`config.mk`:
```
export PLATFORM = sky130hd
export DESIGN_NAME = piso_share_ctrl
export DESIGN_NICKNAME = d
export VERILOG_FILES = /design/src/rtl/piso_share_ctrl_pkg.sv /design/src/rtl/piso_share_ctrl_rr_arbiter.sv /design/src/rtl/piso_share_ctrl.sv
export SDC_FILE = /design/constraint.sdc
export NUM_CORES = 1
export LEC_CHECK = 0
export BUFFER_PORTS_ARGS = -buffer_cell sky130_fd_sc_hd__buf_2
export CAP_MARGIN = 0
export CORE_ASPECT_RATIO = 0.8
export CORE_MARGIN = 1.5
export CORE_UTILIZATION = 58
export CTS_BUF_LIST = sky130_fd_sc_hd__clkbuf_16
export DETAILED_ROUTE_END_ITERATION = 6
export PLACE_DENSITY = 0.95
export SKIP_LAST_GASP = 1
export SYNTH_ARGS = -nofsm -noshare
export SYNTH_HDL_FRONTEND = slang
export SYNTH_SLANG_ARGS = --single-unit
```
`constraint.sdc`:
```
create_clock -name clk -period 6.52 [get_ports clk]
set_clock_uncertainty 0.2 [all_clocks]
set_input_delay 0.978 -clock clk [delete_from_list [all_inputs] [get_ports clk]]
set_output_delay 0.978 -clock clk [all_outputs]
set_load 0.03 [all_outputs]
```
`src/rtl/piso_share_ctrl_pkg.sv`:
```
// Shared types and sizing helpers for the PISO share controller.
// Contents:
//   state_t    FSM state encoding {IDLE, LOAD, SHIFT, GAP}
//   cnt_bits   width needed to hold 0..n (never less than 1)
//   ptr_bits   width needed to index n requesters (never less than 1)
package piso_share_pkg;

    typedef enum logic [1:0] {
        IDLE,
        LOAD,
        SHIFT,
        GAP
    } state_t;

    function automatic int unsigned cnt_bits(input int unsigned n);
        return (n < 1) ? 1 : $clog2(n + 1);
    endfunction

    function automatic int unsigned ptr_bits(input int unsigned n);
        return (n < 2) ? 1 : $clog2(n);
    endfunction

    // Sizes for the default configuration (WIDTH=4, GAP_CYCLES=1).
    localparam int unsigned CNT_W = cnt_bits(4);
    localparam int unsigned GAP_W = cnt_bits(1);

endpackage

```
`src/rtl/piso_share_ctrl_rr_arbiter.sv`:
```
// Combinational round-robin arbiter.
// The search starts at ptr and walks upward, wrapping modulo N_REQ; the first
// asserted request found wins.
// Ports:
//   req     in   N_REQ   request vector
//   ptr     in   PTR_W   index with highest priority this round
//   winner  out  N_REQ   one-hot winner (zero when no request)
//   valid   out  1       at least one request present
module rr_arbiter
    import piso_share_pkg::*;
#(
    parameter int unsigned N_REQ = 4,
    parameter int unsigned PTR_W = ptr_bits(N_REQ)
) (
    input  logic [N_REQ-1:0] req,
    input  logic [PTR_W-1:0] ptr,
    output logic [N_REQ-1:0] winner,
    output logic             valid
);

    always_comb begin
        int unsigned idx;
        winner = '0;
        valid  = 1'b0;
        for (int unsigned k = 0; k < N_REQ; k++) begin
            idx = 32'(ptr) + k;
            if (idx >= N_REQ) begin
                idx = idx - N_REQ;
            end
            if (!valid && req[idx[PTR_W-1:0]]) begin
                winner[idx[PTR_W-1:0]] = 1'b1;
                valid                  = 1'b1;
            end
        end
    end

endmodule

```
`src/rtl/piso_share_ctrl.sv`:
```
// Sequencer and round-robin arbiter for one shared parallel-load shift register.
// Grants one requester at a time, drives the PISO load/shift strobes and data
// for a full WIDTH-bit serialisation, then pulses done to that requester.
// Ports:
//   clk       in   1             clock
//   rst       in   1             synchronous reset, active-high
//   req       in   N_REQ         request level per requester, held until done
//   req_data  in   N_REQ*WIDTH   word of requester i at [i*WIDTH +: WIDTH]
//   gnt       out  N_REQ         one-hot grant, LOAD through last SHIFT cycle
//   done      out  N_REQ         one-cycle pulse in the final SHIFT cycle
//   sr_load   out  1             parallel-load strobe to the PISO
//   sr_shift  out  1             shift enable to the PISO
//   sr_d      out  WIDTH         parallel data to the PISO
//   busy      out  1             high whenever the FSM is not IDLE
module piso_share_ctrl
    import piso_share_pkg::*;
#(
    parameter int unsigned N_REQ      = 4,
    parameter int unsigned WIDTH      = 4,
    parameter int unsigned GAP_CYCLES = 1
) (
    input  logic                   clk,
    input  logic                   rst,
    input  logic [N_REQ-1:0]       req,
    input  logic [N_REQ*WIDTH-1:0] req_data,
    output logic [N_REQ-1:0]       gnt,
    output logic [N_REQ-1:0]       done,
    output logic                   sr_load,
    output logic                   sr_shift,
    output logic [WIDTH-1:0]       sr_d,
    output logic                   busy
);

    localparam int unsigned PTR_W   = ptr_bits(N_REQ);
    localparam int unsigned BCNT_W  = cnt_bits(WIDTH);
    localparam int unsigned GCNT_W  = cnt_bits(GAP_CYCLES);
    localparam int unsigned PEN_INT = (WIDTH >= 2) ? WIDTH - 2 : 0;
    localparam int unsigned GAP_END = (GAP_CYCLES >= 1) ? GAP_CYCLES - 1 : 0;

    localparam logic [PTR_W-1:0]  LAST_IDX = PTR_W'(N_REQ - 1);
    localparam logic [BCNT_W-1:0] LAST_BIT = BCNT_W'(WIDTH - 1);
    localparam logic [BCNT_W-1:0] PEN_BIT  = BCNT_W'(PEN_INT);
    localparam logic [GCNT_W-1:0] LAST_GAP = GCNT_W'(GAP_END);

    state_t             state;
    logic [PTR_W-1:0]   rr_ptr;
    logic [BCNT_W-1:0]  bit_cnt;
    logic [GCNT_W-1:0]  gap_cnt;

    logic [N_REQ-1:0]   arb_win;
    logic               arb_valid;
    logic [PTR_W-1:0]   win_idx;
    logic [PTR_W-1:0]   next_ptr;
    logic [WIDTH-1:0]   win_data;

    rr_arbiter #(
        .N_REQ (N_REQ),
        .PTR_W (PTR_W)
    ) u_arb (
        .req    (req),
        .ptr    (rr_ptr),
        .winner (arb_win),
        .valid  (arb_valid)
    );

    // Index and data of the one-hot winner.
    always_comb begin
        win_idx  = '0;
        win_data = '0;
        for (int unsigned i = 0; i < N_REQ; i++) begin
            if (arb_win[i]) begin
                win_idx  = i[PTR_W-1:0];
                win_data = req_data[i*WIDTH +: WIDTH];
            end
        end
        next_ptr = (win_idx == LAST_IDX) ? '0 : win_idx + 1'b1;
    end

    // done is registered, so it is raised on the edge that enters the final
    // SHIFT cycle: from LOAD when WIDTH is 1, otherwise from the
    // second-to-last SHIFT cycle.
    always_ff @(posedge clk) begin
        if (rst) begin
            state    <= IDLE;
            gnt      <= '0;
            done     <= '0;
            sr_load  <= 1'b0;
            sr_shift <= 1'b0;
            sr_d     <= '0;
            busy     <= 1'b0;
            rr_ptr   <= '0;
            bit_cnt  <= '0;
            gap_cnt  <= '0;
        end else begin
            case (state)
                IDLE: begin
                    if (arb_valid) begin
                        state   <= LOAD;
                        gnt     <= arb_win;
                        sr_d    <= win_data;
                        rr_ptr  <= next_ptr;
                        sr_load <= 1'b1;
                        busy    <= 1'b1;
                    end
                end
                LOAD: begin
                    state    <= SHIFT;
                    sr_load  <= 1'b0;
                    sr_shift <= 1'b1;
                    bit_cnt  <= '0;
                    done     <= (WIDTH == 1) ? gnt : '0;
                end
                SHIFT: begin
                    if (bit_cnt == LAST_BIT) begin
                        sr_shift <= 1'b0;
                        done     <= '0;
                        gnt      <= '0;
                        bit_cnt  <= '0;
                        if (GAP_CYCLES == 0) begin
                            state <= IDLE;
                            busy  <= 1'b0;
                        end else begin
                            state   <= GAP;
                            gap_cnt <= '0;
                        end
                    end else begin
                        bit_cnt <= bit_cnt + 1'b1;
                        done    <= (bit_cnt == PEN_BIT) ? gnt : '0;
                    end
                end
                GAP: begin
                    if (gap_cnt == LAST_GAP) begin
                        state   <= IDLE;
                        busy    <= 1'b0;
                        gap_cnt <= '0;
                    end else begin
                        gap_cnt <= gap_cnt + 1'b1;
                    end
                end
                default: begin
                    state <= IDLE;
                end
            endcase
        end
    end

endmodule

```
* Yosys cells after proc, flatten, opt, wreduce, memory -nomap -nowiden
Index checks and enable logic that the tools add are counted.
** Cells by class
- Add/subtract/negate cells :: 10
- Multiply operators :: 0
- Div/mod/pow operators :: 0
- Order comparisons :: 12
- Eq/ne operators :: 9
- Shift operators :: 0
- Mux-type cells :: 56
- Bitwise logic cells :: 3
- Reductions and logical operators :: 23
** Operators with widths (count)
- two-way mux 4 bit :: 12
- two-way mux 2 bit :: 10
- two-way mux 1 bit :: 17
- one-hot mux 4 bit (2 select lines) :: 2
- less-than comparator 2 x 3 -> 1 bit (second input constant) :: 4
- bitwise OR 4 bit :: 3
- nonzero test 2 bit :: 5
- >= comparator 3 bit (second input constant) :: 3
- AND reduction 3 bit :: 3
- binary-select mux 1 bit (select 2 bit) :: 4
- demux 1 bit (select 2 bit) :: 4
- >= comparator 2 x 1 -> 1 bit (second input constant) :: 4
- one-hot mux 1 bit (2 select lines) :: 4
- one-hot mux 2 bit (4 select lines) :: 1
- AND reduction 2 bit :: 4
- subtractor 2 x 1 -> 2 bit (second input constant) :: 4
- logical AND 1 bit :: 7
- adder 2 x 2 -> 3 bit (second input constant) :: 2
- equality test 2 bit (second input constant) :: 3
- equality test 3 x 2 -> 1 bit (second input constant) :: 2
- != test 2 bit (second input constant) :: 3
- one-hot mux 3 bit (2 select lines) :: 1
- adder 2 x 1 -> 3 bit (second input constant) :: 1
- adder 3 x 1 -> 3 bit (second input constant) :: 1
- other kinds (7) :: 9
** Storage, ports and cells
- Register bits after elaboration :: 23
- Bits in latches :: 0
- Memory bits (writable) :: 0
- Memory bits (read-only) :: 0
- Input port bits :: 22
- Logic and storage cells :: 123
- Memories kept :: 0

* Logic depth before layout (Yosys ltp)
Gate-level depths: netlist (run 1).
- Word-level depth :: 19
- Depth in mapped cells :: 12
- Depth with buffers taken out :: 8

* By module
From an unflattened synthesis (run 1), not the netlist that was laid out.
** Unflattened totals
- Cell total of the unflattened synthesis :: 196
- Area, all modules :: 1594.0 µm²
** By module, submodules not included
- piso_share_ctrl :: instances 1, cells an instance 134, area each 1086.0 µm², seq. area each 440.4 µm²
- rr_arbiter :: instances 1, cells an instance 62, area each 508.0 µm², seq. area each 0.0 µm²

* Worst setup path before layout (run 1)
OpenSTA, ideal clock, no wires.
- Path type :: register to register
- Start point :: register rr_ptr[0]
- End point :: register sr_d[0]
- Arrival time :: 2.899 ns
- Required time :: 6.194 ns
- Path slack :: 3.295 ns
- Stages on the path, launching flop included :: 13
- Buffers on the path :: 4
- Cell sequence :: dfxtp_1 clkbuf_1 inv_1 ha_1 buf_6 mux4_2 buf_6 nor4b_4 a21oi_2 o2111a_2 buf_6 a311oi_1 a31oi_1
** Between the ends
- Word-level cells in the longest chain between the ends :: 18
** RTL lines
- start, declared :: line piso_share_ctrl.sv:46 : logic [PTR_W-1:0] rr_ptr;
- start signal, assigned :: line piso_share_ctrl.sv:101 : rr_ptr <= next_ptr;
- branches (longest 18 deep; another with adder 2 x 1 -> 3 bit)
- end signal, assigned :: line piso_share_ctrl.sv:100 : sr_d <= win_data;
- end, declared :: line piso_share_ctrl.sv:30 : output logic [WIDTH-1:0] sr_d,
Several ways; the timed one is not identified. The select of a mux whose other input is x is not followed.
A chain may end at the register's enable or synchronous reset.

* Worst setup path in the final report (run 1)
Ends and elaborated chain as after synthesis.

==> impl_results.html, run 1 <==
<table>
<tr><th>Metric</th><th>Value</th></tr>
<tr><th colspan="2">Yosys</th></tr>
<tr><td>Biggest area contributors in the synthesized netlist</td><td>sky130_fd_sc_hd__dfxtp_1 27%, sky130_fd_sc_hd__ha_1 9.3%, sky130_fd_sc_hd__nor2_1 6.3%</td></tr>
<tr><td>Synthesized Nets</td><td>230</td></tr>
<tr><td>Register bit count reported by yosys</td><td>22</td></tr>
<tr><td>Main synth FF type</td><td>sky130_fd_sc_hd__dfxtp_1</td></tr>
<tr><td>Unique cell type count in the Yosys netlist</td><td>45</td></tr>
<tr><td>Number of enable-type register cells in the synthesized netlist</td><td>0</td></tr>
<tr><td>Synthesized cell area</td><td>1610 um^2</td></tr>
<tr><td>Avg Synthesized Cell Area</td><td>8.20 um^2</td></tr>
<tr><td>Synthesized instance count</td><td>196</td></tr>
<tr><td>Share of synthesized area occupied by flip-flops and latches</td><td>27.4%</td></tr>
<tr><td>Share of flip-flops with an asynchronous set or reset</td><td>0%</td></tr>
<tr><td>Post-synth top area share</td><td>27.4%</td></tr>
<tr><td>Yosys top cell by area</td><td>sky130_fd_sc_hd__dfxtp_1</td></tr>
<tr><td>Total of warnings raised by yosys</td><td>0</td></tr>
<tr><th colspan="2">Run</th></tr>
<tr><td>Max-cap violations</td><td>0</td></tr>
<tr><th colspan="2">Clocking</th></tr>
<tr><td>Number of hold buffers added after CTS</td><td>0</td></tr>
<tr><td>Clock transition at path regs</td><td>0.06 ns</td></tr>
<tr><td>CTS H-tree depth</td><td>1</td></tr>
<tr><td>TritonCTS clock tree</td><td>done</td></tr>
<tr><td>PostCTS Resize Cnt</td><td>0</td></tr>
<tr><td>Clk sinks</td><td>22</td></tr>
<tr><td>Maximum buffer depth of the clock tree</td><td>2</td></tr>
<tr><td>Clock insertion delay at the later pin of the skew report</td><td>0.25 ns</td></tr>
<tr><td>Clock Root Buffer</td><td>sky130_fd_sc_hd__clkbuf_16</td></tr>
<tr><td>Buffers inserted during post-CTS setup optimization</td><td>0</td></tr>
<tr><td>Total CTS buffers</td><td>3</td></tr>
<tr><th colspan="2">Worst setup path</th></tr>
<tr><td>Most common cell type on the critical path</td><td>sky130_fd_sc_hd__nand4_1</td></tr>
<tr><td>Worst Reg-to-Reg Cells</td><td>8</td></tr>
<tr><td>Required time of the worst setup path</td><td>roughly 6.5 ns</td></tr>
<tr><td>Crit Reg-Reg Startpoint</td><td>rr_ptr[0]</td></tr>
<tr><td>Gate family responsible for the most delay along the worst path</td><td>compound AO/OA/AOI/OAI gates</td></tr>
<tr><td>Setup crit end kind</td><td>register</td></tr>
<tr><td>Kind of critical path</td><td>register to register</td></tr>
<tr><td>Critical Path, Cell by Cell</td><td>inv_1, ha_1, mux4_2, nand4_1, o41a_1, nand4_1, a311oi_1, a31oi_1</td></tr>
<tr><td>Start point of the critical path</td><td>rr_ptr[0]</td></tr>
<tr><td>Max Fanout on Critical Path</td><td>12</td></tr>
<tr><td>Critical Path Start Type</td><td>register</td></tr>
<tr><td>Cell with the largest stage delay on the worst path</td><td>sky130_fd_sc_hd__mux4_2</td></tr>
<tr><td>Number of buffers and inverters on the critical path</td><td>1</td></tr>
<tr><td>Critical Path Max Stage Delay</td><td>0.68 ns</td></tr>
<tr><td>Critical path depth in cells</td><td>8</td></tr>
<tr><td>Critical path data arrival time</td><td>3.51 ns</td></tr>
<tr><th colspan="2">Die</th></tr>
<tr><td>Std cell rows</td><td>16</td></tr>
<tr><td>Core outline area</td><td>2540 um^2</td></tr>
<tr><td>Die area</td><td>3100 um^2</td></tr>
<tr><td>Num ports</td><td>37</td></tr>
<tr><td>DIE HEIGHT</td><td>50.1 um</td></tr>
<tr><td>Width of the die</td><td>just over 60 um</td></tr>
<tr><td>Effective utilization at floorplan</td><td>63.2%</td></tr>
<tr><th colspan="2">Placement</th></tr>
<tr><td>Area of placed instances</td><td>1770 um^2</td></tr>
<tr><td>Final HPWL from detailed placement</td><td>~2.8 mm</td></tr>
<tr><td>Number of port buffers</td><td>36</td></tr>
<tr><td>Routability congestion estimate</td><td>a little over 0.9</td></tr>
<tr><th colspan="2">STA</th></tr>
<tr><td>Setup_tns</td><td>0 ns</td></tr>
<tr><td>Setup repair after global routing missed its margin</td><td>no</td></tr>
<tr><td>Post-route minimum period</td><td>3.58 ns</td></tr>
<tr><td>Final setup violating endpoints</td><td>0</td></tr>
<tr><td>Slew at the pin closest to its max-slew limit</td><td>1.33 ns</td></tr>
<tr><td>Remaining max-slew budget at the tightest pin</td><td>10.5%</td></tr>
<tr><td>Final-report hold violation count</td><td>0</td></tr>
<tr><td>Total count of max-transition violations in the final report</td><td>0</td></tr>
<tr><td>Peak Freq</td><td>279 MHz</td></tr>
<tr><td>Portion of the clock cycle consumed by the worst path in the final layout</td><td>54.9%</td></tr>
<tr><th colspan="2">Pwr</th></tr>
<tr><td>Internal power component</td><td>about 0.41 mW</td></tr>
<tr><td>Clk pwr share</td><td>16.5%</td></tr>
<tr><td>Net load switching power</td><td>approximately 0.36 mW</td></tr>
<tr><td>Sequential share of power</td><td>between 20% and 30%</td></tr>
<tr><td>Static power due to leakage</td><td>0.774 nW</td></tr>
<tr><td>Switch share</td><td>46.6%</td></tr>
<tr><td>Combinational fraction of design power</td><td>57.5%</td></tr>
<tr><td>Power Density</td><td>420 nW/um^2</td></tr>
<tr><td>Max rail drop VDD</td><td>249 uV</td></tr>
<tr><th colspan="2">Global routing</th></tr>
<tr><td>Number of antenna violations at the first check in global routing</td><td>0</td></tr>
<tr><td>Number of global-route vias before repair</td><td>around 1500</td></tr>
<tr><td>Largest net degree at the start of global routing</td><td>24</td></tr>
<tr><td>GR Util All Layers</td><td>28.1%</td></tr>
<tr><td>Total overflow reported by the global router</td><td>0</td></tr>
<tr><td>Global-route wire length before repair</td><td>6.66 mm</td></tr>
<tr><th colspan="2">Finish</th></tr>
<tr><td>Syn-to-layout area delta</td><td>14.8%</td></tr>
<tr><td>Fraction of final layout cells sized beyond drive strength 1</td><td>23.1%</td></tr>
<tr><td>Number of nets in the final layout</td><td>260</td></tr>
<tr><td>Area of all placed cells without fillers</td><td>1850 um^2</td></tr>
<tr><td>Most frequent cells in the layout</td><td>36 x sky130_fd_sc_hd__buf_2, 27 x sky130_fd_sc_hd__nor2_1, 22 x sky130_fd_sc_hd__dfxtp_1</td></tr>
<tr><td>Most common cell after layout, fill and taps aside</td><td>sky130_fd_sc_hd__buf_2</td></tr>
<tr><td>Number of diodes</td><td>0</td></tr>
<tr><th colspan="2">Detailed routing</th></tr>
<tr><td>Post-route ant nets</td><td>0</td></tr>
<tr><td>Via Count</td><td>1606</td></tr>
<tr><td>WL/cell</td><td>between 10 and 15 um</td></tr>
<tr><td>Routed WL</td><td>~3.9 mm</td></tr>
<tr><td>Number of iterations in the first detailed-routing pass</td><td>4</td></tr>
<tr><td>Number of violations reported at the end of detailed-routing iteration 0</td><td>84</td></tr>
<tr><td>Total DRC errors in the routed layout</td><td>0</td></tr>
<tr><td>Avg Vias per Cell</td><td>just over 6</td></tr>
<tr><th colspan="2">Outcome</th></tr>
<tr><td>Status</td><td>finished clean</td></tr>
<tr><th colspan="2">Hold path</th></tr>
<tr><td>Hold Path Class</td><td>register to register</td></tr>
<tr><td>Worst hold path depth</td><td>2</td></tr>
<tr><td>HP Start</td><td>bit_cnt[2]</td></tr>
</table>
[worst paths after layout]
check / to / slack [ns]
worst min-delay path: bit_cnt[2] / 0.29
worst max-delay path: sr_d[0] / 2.94
worst min register to register: bit_cnt[2] / 0.29
worst max register to register: sr_d[0] / 2.94
[synthesized netlist by cell type, drive strengths merged, types with 3 or more instances]
cell type / number
and2: 7
nand3b: 4
nand4: 7
o21ai: 8
inv: 8
a31oi: 4
ha: 12
a22oi: 3
mux2i: 7
nand2: 14
buf: 5
a211o: 6
nor2: 27
a311oi: 4
nand2b: 7
a21oi: 15
nand3: 3
dfxtp: 22
nor2b: 6
clkbuf: 6
[power by group through the flow]
stage	Clock, mW	Combinational [mW]	Sequential, mW
floorplan	0	0.323	0.233
global placement	0	0.419	0.201
detailed placement	0	0.431	0.203
CTS	0.128	0.440	0.201
global route	0.137	0.493	0.206
finish	0.128	0.446	0.202
[worst min-delay path, cell delays in order, from the launching register on]
cell	delay [ns]
sky130_fd_sc_hd__dfxtp_1	0.33
sky130_fd_sc_hd__nand2b_1	0.08
sky130_fd_sc_hd__a21oi_1	0.04
[cell type report]
type	count	area, um^2
tap	36	45.0
multi-input combinational	155	1070
inverter	8	30.0
sequential	22	440
fill	185	697
clock inverter	1	3.75
clock buffer	3	75.1
timing repair buffer	36	180
[per-layer routing]
metal  routed length, um  global-route usage [%]  share of wire, %  vias up
met3                 332                    7.35               8.5        8
met5                   0                       0                 0        -
met4                  60                    7.45               1.5        0
met1                1710                    38.1                44      740
li1                    -                       -                 -      773
met2                1790                    43.7                46       85
[flip-flops by register name (all words and copies together) (netlist names)]
signal and flops:
done 4, gnt 4, sr_d 4, bit_cnt 3
rr_ptr 2, state 2, busy 1, sr_load 1
sr_shift 1
[metrics by stage]
step	utilization (%)	hold WS (ns)	power, mW	setup slack (ns)	std cells
final	72.6	0.286	0.776	2.94	261
after global routing	72.6	0.314	0.836	2.69	261
after CTS	72.6	0.284	0.769	2.98	261
after detailed placement	69.5	0.275	0.634	2.98	257
after global placement	69.5	0.260	0.620	3.16	257
after floorplan	-	0.244	0.555	3.29	196
[cells by family after synthesis]
logic type | count (synthesis) | synth area share (%)
fa+ha+maj | 12 | 9.34
buf+inv | 19 | 5.99
mux | 9 | 6.46
simple gates | 84 | 28.6
flops | 22 | 27.4
compound gates | 50 | 22.3
Power figures use the tool's default switching activity.
==> run 2: changes to the inputs <==
- CORE_UTILIZATION: 58 -> 48
- PLACE_DENSITY: 0.95 -> 0.86
- clock period: 6.52 -> 3.15 ns (I/O delays scaled with it)
==> run 2 against run 1 <==
First-iteration DRC count fell by 27%. Cell area rose by 4.5%. Flip-flop and latch count did not move. Register-to-register slack got worse by 2.8 ns. Non-clock buffer count rose by 4. Final cell count rose by 3.1%. Clock power rose to 2.8 times the previous value. Total power rose by 120%. Critical path type unchanged. Critical endpoint is now sr_d[3].
==> impl_results.html, run 2 (synthesis gave the netlist of run 1 again) <==
<table>
<tr><th>Metric</th><th>Value</th></tr>
<tr><th colspan="2">Outcome</th></tr>
<tr><td>Status</td><td>finished clean</td></tr>
<tr><th colspan="2">Clocking</th></tr>
<tr><td>Clock Root Buffer</td><td>sky130_fd_sc_hd__clkbuf_16</td></tr>
<tr><td>TritonCTS clock tree</td><td>done</td></tr>
<tr><td>Maximum buffer depth of the clock tree</td><td>2</td></tr>
<tr><td>Clock transition at path regs</td><td>around 0.06 ns</td></tr>
<tr><td>Clk sinks</td><td>22</td></tr>
<tr><td>CTS H-tree depth</td><td>1</td></tr>
<tr><td>Clock insertion delay at the later pin of the skew report</td><td>0.26 ns</td></tr>
<tr><td>Total CTS buffers</td><td>3</td></tr>
<tr><th colspan="2">Detailed routing</th></tr>
<tr><td>Number of iterations in the first detailed-routing pass</td><td>5</td></tr>
<tr><td>WL/cell</td><td>about 14 um</td></tr>
<tr><td>Avg Vias per Cell</td><td>5.78</td></tr>
<tr><td>Routed WL</td><td>roughly 3.7 mm</td></tr>
<tr><td>Total DRC errors in the routed layout</td><td>0</td></tr>
<tr><td>Via Count</td><td>around 1600</td></tr>
<tr><td>Post-route ant nets</td><td>0</td></tr>
<tr><td>Number of violations reported at the end of detailed-routing iteration 0</td><td>slightly above 60</td></tr>
<tr><th colspan="2">Global routing</th></tr>
<tr><td>Number of antenna violations at the first check in global routing</td><td>0</td></tr>
<tr><td>Largest net degree at the start of global routing</td><td>24</td></tr>
<tr><td>Total overflow reported by the global router</td><td>0</td></tr>
<tr><td>Global-route wire length before repair</td><td>between 6 and 7 mm</td></tr>
<tr><td>GR Util All Layers</td><td>22.0%</td></tr>
<tr><td>Number of global-route vias before repair</td><td>1386</td></tr>
<tr><th colspan="2">Worst setup path</th></tr>
<tr><td>Crit Reg-Reg Startpoint</td><td>rr_ptr[1]</td></tr>
<tr><td>Endpoint of the worst setup timing path</td><td>sr_d[3]</td></tr>
<tr><td>Critical Path Start Type</td><td>register</td></tr>
<tr><td>Worst Reg-to-Reg Cells</td><td>8</td></tr>
<tr><td>R2r endpoint</td><td>sr_d[3]</td></tr>
<tr><td>Required time of the worst setup path</td><td>3.09 ns</td></tr>
<tr><td>Setup crit end kind</td><td>register</td></tr>
<tr><td>Start point of the critical path</td><td>rr_ptr[1]</td></tr>
<tr><td>Kind of critical path</td><td>register to register</td></tr>
<tr><td>Worst reg2reg setup slack</td><td>0.13 ns</td></tr>
<tr><td>Critical path data arrival time</td><td>2.96 ns</td></tr>
<tr><td>Max Fanout on Critical Path</td><td>15</td></tr>
<tr><th colspan="2">STA</th></tr>
<tr><td>Post-route minimum period</td><td>3.02 ns</td></tr>
<tr><td>Peak Freq</td><td>331 MHz</td></tr>
<tr><td>Portion of the clock cycle consumed by the worst path in the final layout</td><td>95.8%</td></tr>
<tr><td>Remaining max-slew budget at the tightest pin</td><td>62.4%</td></tr>
<tr><td>Final setup violating endpoints</td><td>0</td></tr>
<tr><td>Slew at the pin closest to its max-slew limit</td><td>around 0.55 ns</td></tr>
<tr><td>Final-report hold violation count</td><td>0</td></tr>
<tr><td>Total count of max-transition violations in the final report</td><td>0</td></tr>
<tr><th colspan="2">Finish</th></tr>
<tr><td>Syn-to-layout area delta</td><td>19.9%</td></tr>
<tr><td># fillers</td><td>265</td></tr>
<tr><td>Most common cell after layout, fill and taps aside</td><td>sky130_fd_sc_hd__buf_2</td></tr>
<tr><td>Core Util, Final</td><td>61.6%</td></tr>
<tr><td>Number of standard cells in the final layout excluding fillers</td><td>roughly 270</td></tr>
<tr><td>Most frequent cells in the layout</td><td>36 x sky130_fd_sc_hd__buf_2, 27 x sky130_fd_sc_hd__nor2_1, 22 x sky130_fd_sc_hd__dfxtp_1</td></tr>
<tr><td>Fraction of final layout cells sized beyond drive strength 1</td><td>25.8%</td></tr>
<tr><td>Number of nets in the final layout</td><td>approximately 260</td></tr>
<tr><td>Area of all placed cells without fillers</td><td>around 1900 um^2</td></tr>
<tr><td>Top Registers</td><td>done (4), gnt (4), sr_d (4)</td></tr>
<tr><td>Number of diodes</td><td>0</td></tr>
<tr><th colspan="2">Pwr</th></tr>
<tr><td>Net load switching power</td><td>0.736 mW</td></tr>
<tr><td>Sequential share of power</td><td>23.1%</td></tr>
<tr><td>Clk pwr share</td><td>20.9%</td></tr>
<tr><td>Switch share</td><td>between 40% and 50%</td></tr>
<tr><td>Static power due to leakage</td><td>0.809 nW</td></tr>
<tr><td>Power Density</td><td>886 nW/um^2</td></tr>
<tr><td>Max rail drop VDD</td><td>401 uV</td></tr>
<tr><td>Combinational fraction of design power</td><td>56.0%</td></tr>
<tr><td>Internal power component</td><td>0.972 mW</td></tr>
<tr><th colspan="2">Die</th></tr>
<tr><td>DIE HEIGHT</td><td>54.8 um</td></tr>
<tr><td>Die area</td><td>approximately 3700 um^2</td></tr>
<tr><td>Num ports</td><td>37</td></tr>
<tr><td>Std cell rows</td><td>18</td></tr>
<tr><td>Core outline area</td><td>3130 um^2</td></tr>
<tr><td>Effective utilization at floorplan</td><td>51.4%</td></tr>
<tr><td>Width of the die</td><td>between 60 and 70 um</td></tr>
<tr><th colspan="2">Placement</th></tr>
<tr><td>Area of placed instances</td><td>between 1500 and 2000 um^2</td></tr>
<tr><td>Number of port buffers</td><td>36</td></tr>
<tr><td>Final HPWL from detailed placement</td><td>2.68 mm</td></tr>
<tr><td>Routability congestion estimate</td><td>0.906</td></tr>
<tr><td>Placed insts</td><td>264</td></tr>
<tr><th colspan="2">Run</th></tr>
<tr><td>Max-cap violations</td><td>0</td></tr>
<tr><th colspan="2">Hold path</th></tr>
<tr><td>Hold Path Class</td><td>input port to register</td></tr>
</table>
==> run 2: how the worst min path moves through the flow <==
| stage | start | to | slack, ns | depth (start not counted) |
|---|---|---|---|---|
| floorplan | bit_cnt[2] | bit_cnt[2] | 0.24 | 2 |
| global placement | bit_cnt[2] | bit_cnt[2] | 0.26 | 2 |
| detailed placement | sr_shift | sr_shift | 0.27 | 2 |
| CTS | req_data[0] | sr_d[0] | 0.27 | 3 |
| global route | req_data[0] | sr_d[0] | 0.27 | 3 |
| finish | req_data[0] | sr_d[0] | 0.27 | 3 |
==> run 2: per-stage QoR <==
step	worst slack (ns)	TNS [ns]	total power, mW	hold slack, ns
after global placement	0.159	0	1.30	0.263
after CTS	0.0531	0	1.68	0.271
final	0.131	0	1.71	0.267
after detailed placement	0.0937	0	1.32	0.274
after floorplan	0.0612	0	1.15	0.244
after global routing	-0.00341	-0.00341	1.84	0.275
==> run 2: area by class of cell <==
class,instances,area (um^2),share of cell area (%)
Timing Repair Buffer,40,210,10.9
Tap cell,40,50.0,2.60
Multi-Input combinational cell,155,1090,56.7
Clock buffer,3,75.1,3.89
Clock inverter,1,30.0,1.56
Inverter,8,30.0,1.56
Sequential cell,22,440,22.8
==> run 2: power groups by stage <==
stage / clock [mW] / sequential [mW] / combinational (mW)
floorplan: 0 / 0.482 / 0.670
CTS: 0.361 / 0.394 / 0.928
global route: 0.372 / 0.404 / 1.07
finish: 0.358 / 0.394 / 0.956
detailed placement: 0 / 0.398 / 0.922
global placement: 0 / 0.396 / 0.909
==> run 2: critical path: stages, from the launching register on <==
cell and delay [ns]:
sky130_fd_sc_hd__dfxtp_1 0.34, sky130_fd_sc_hd__inv_1 0.13, sky130_fd_sc_hd__ha_2 0.44, sky130_fd_sc_hd__mux4_2 0.65, sky130_fd_sc_hd__nor4b_4 0.30, sky130_fd_sc_hd__a21oi_2 0.09, sky130_fd_sc_hd__o2111a_2 0.36, sky130_fd_sc_hd__a311oi_1 0.28
sky130_fd_sc_hd__a31oi_1 0.11
==> run 2: layer usage <==
| layer | part of all wire [%] | global-route usage [%] |
|---|---|---|
| met1 | 47 | 29.8 |
| met2 | 47 | 37.1 |
| met3 | 5.5 | 3.70 |
| met4 | 0.27 | 4.08 |
| met5 | 0 | 0 |
==> run 2: repair_timing <==
action	4_1_cts	5_1_grt
hold buffers	0	0
setup endpoints to repair	0	8
resized for setup	0	3
endpoints found under the hold margin	0	0
buffers inserted	0	1
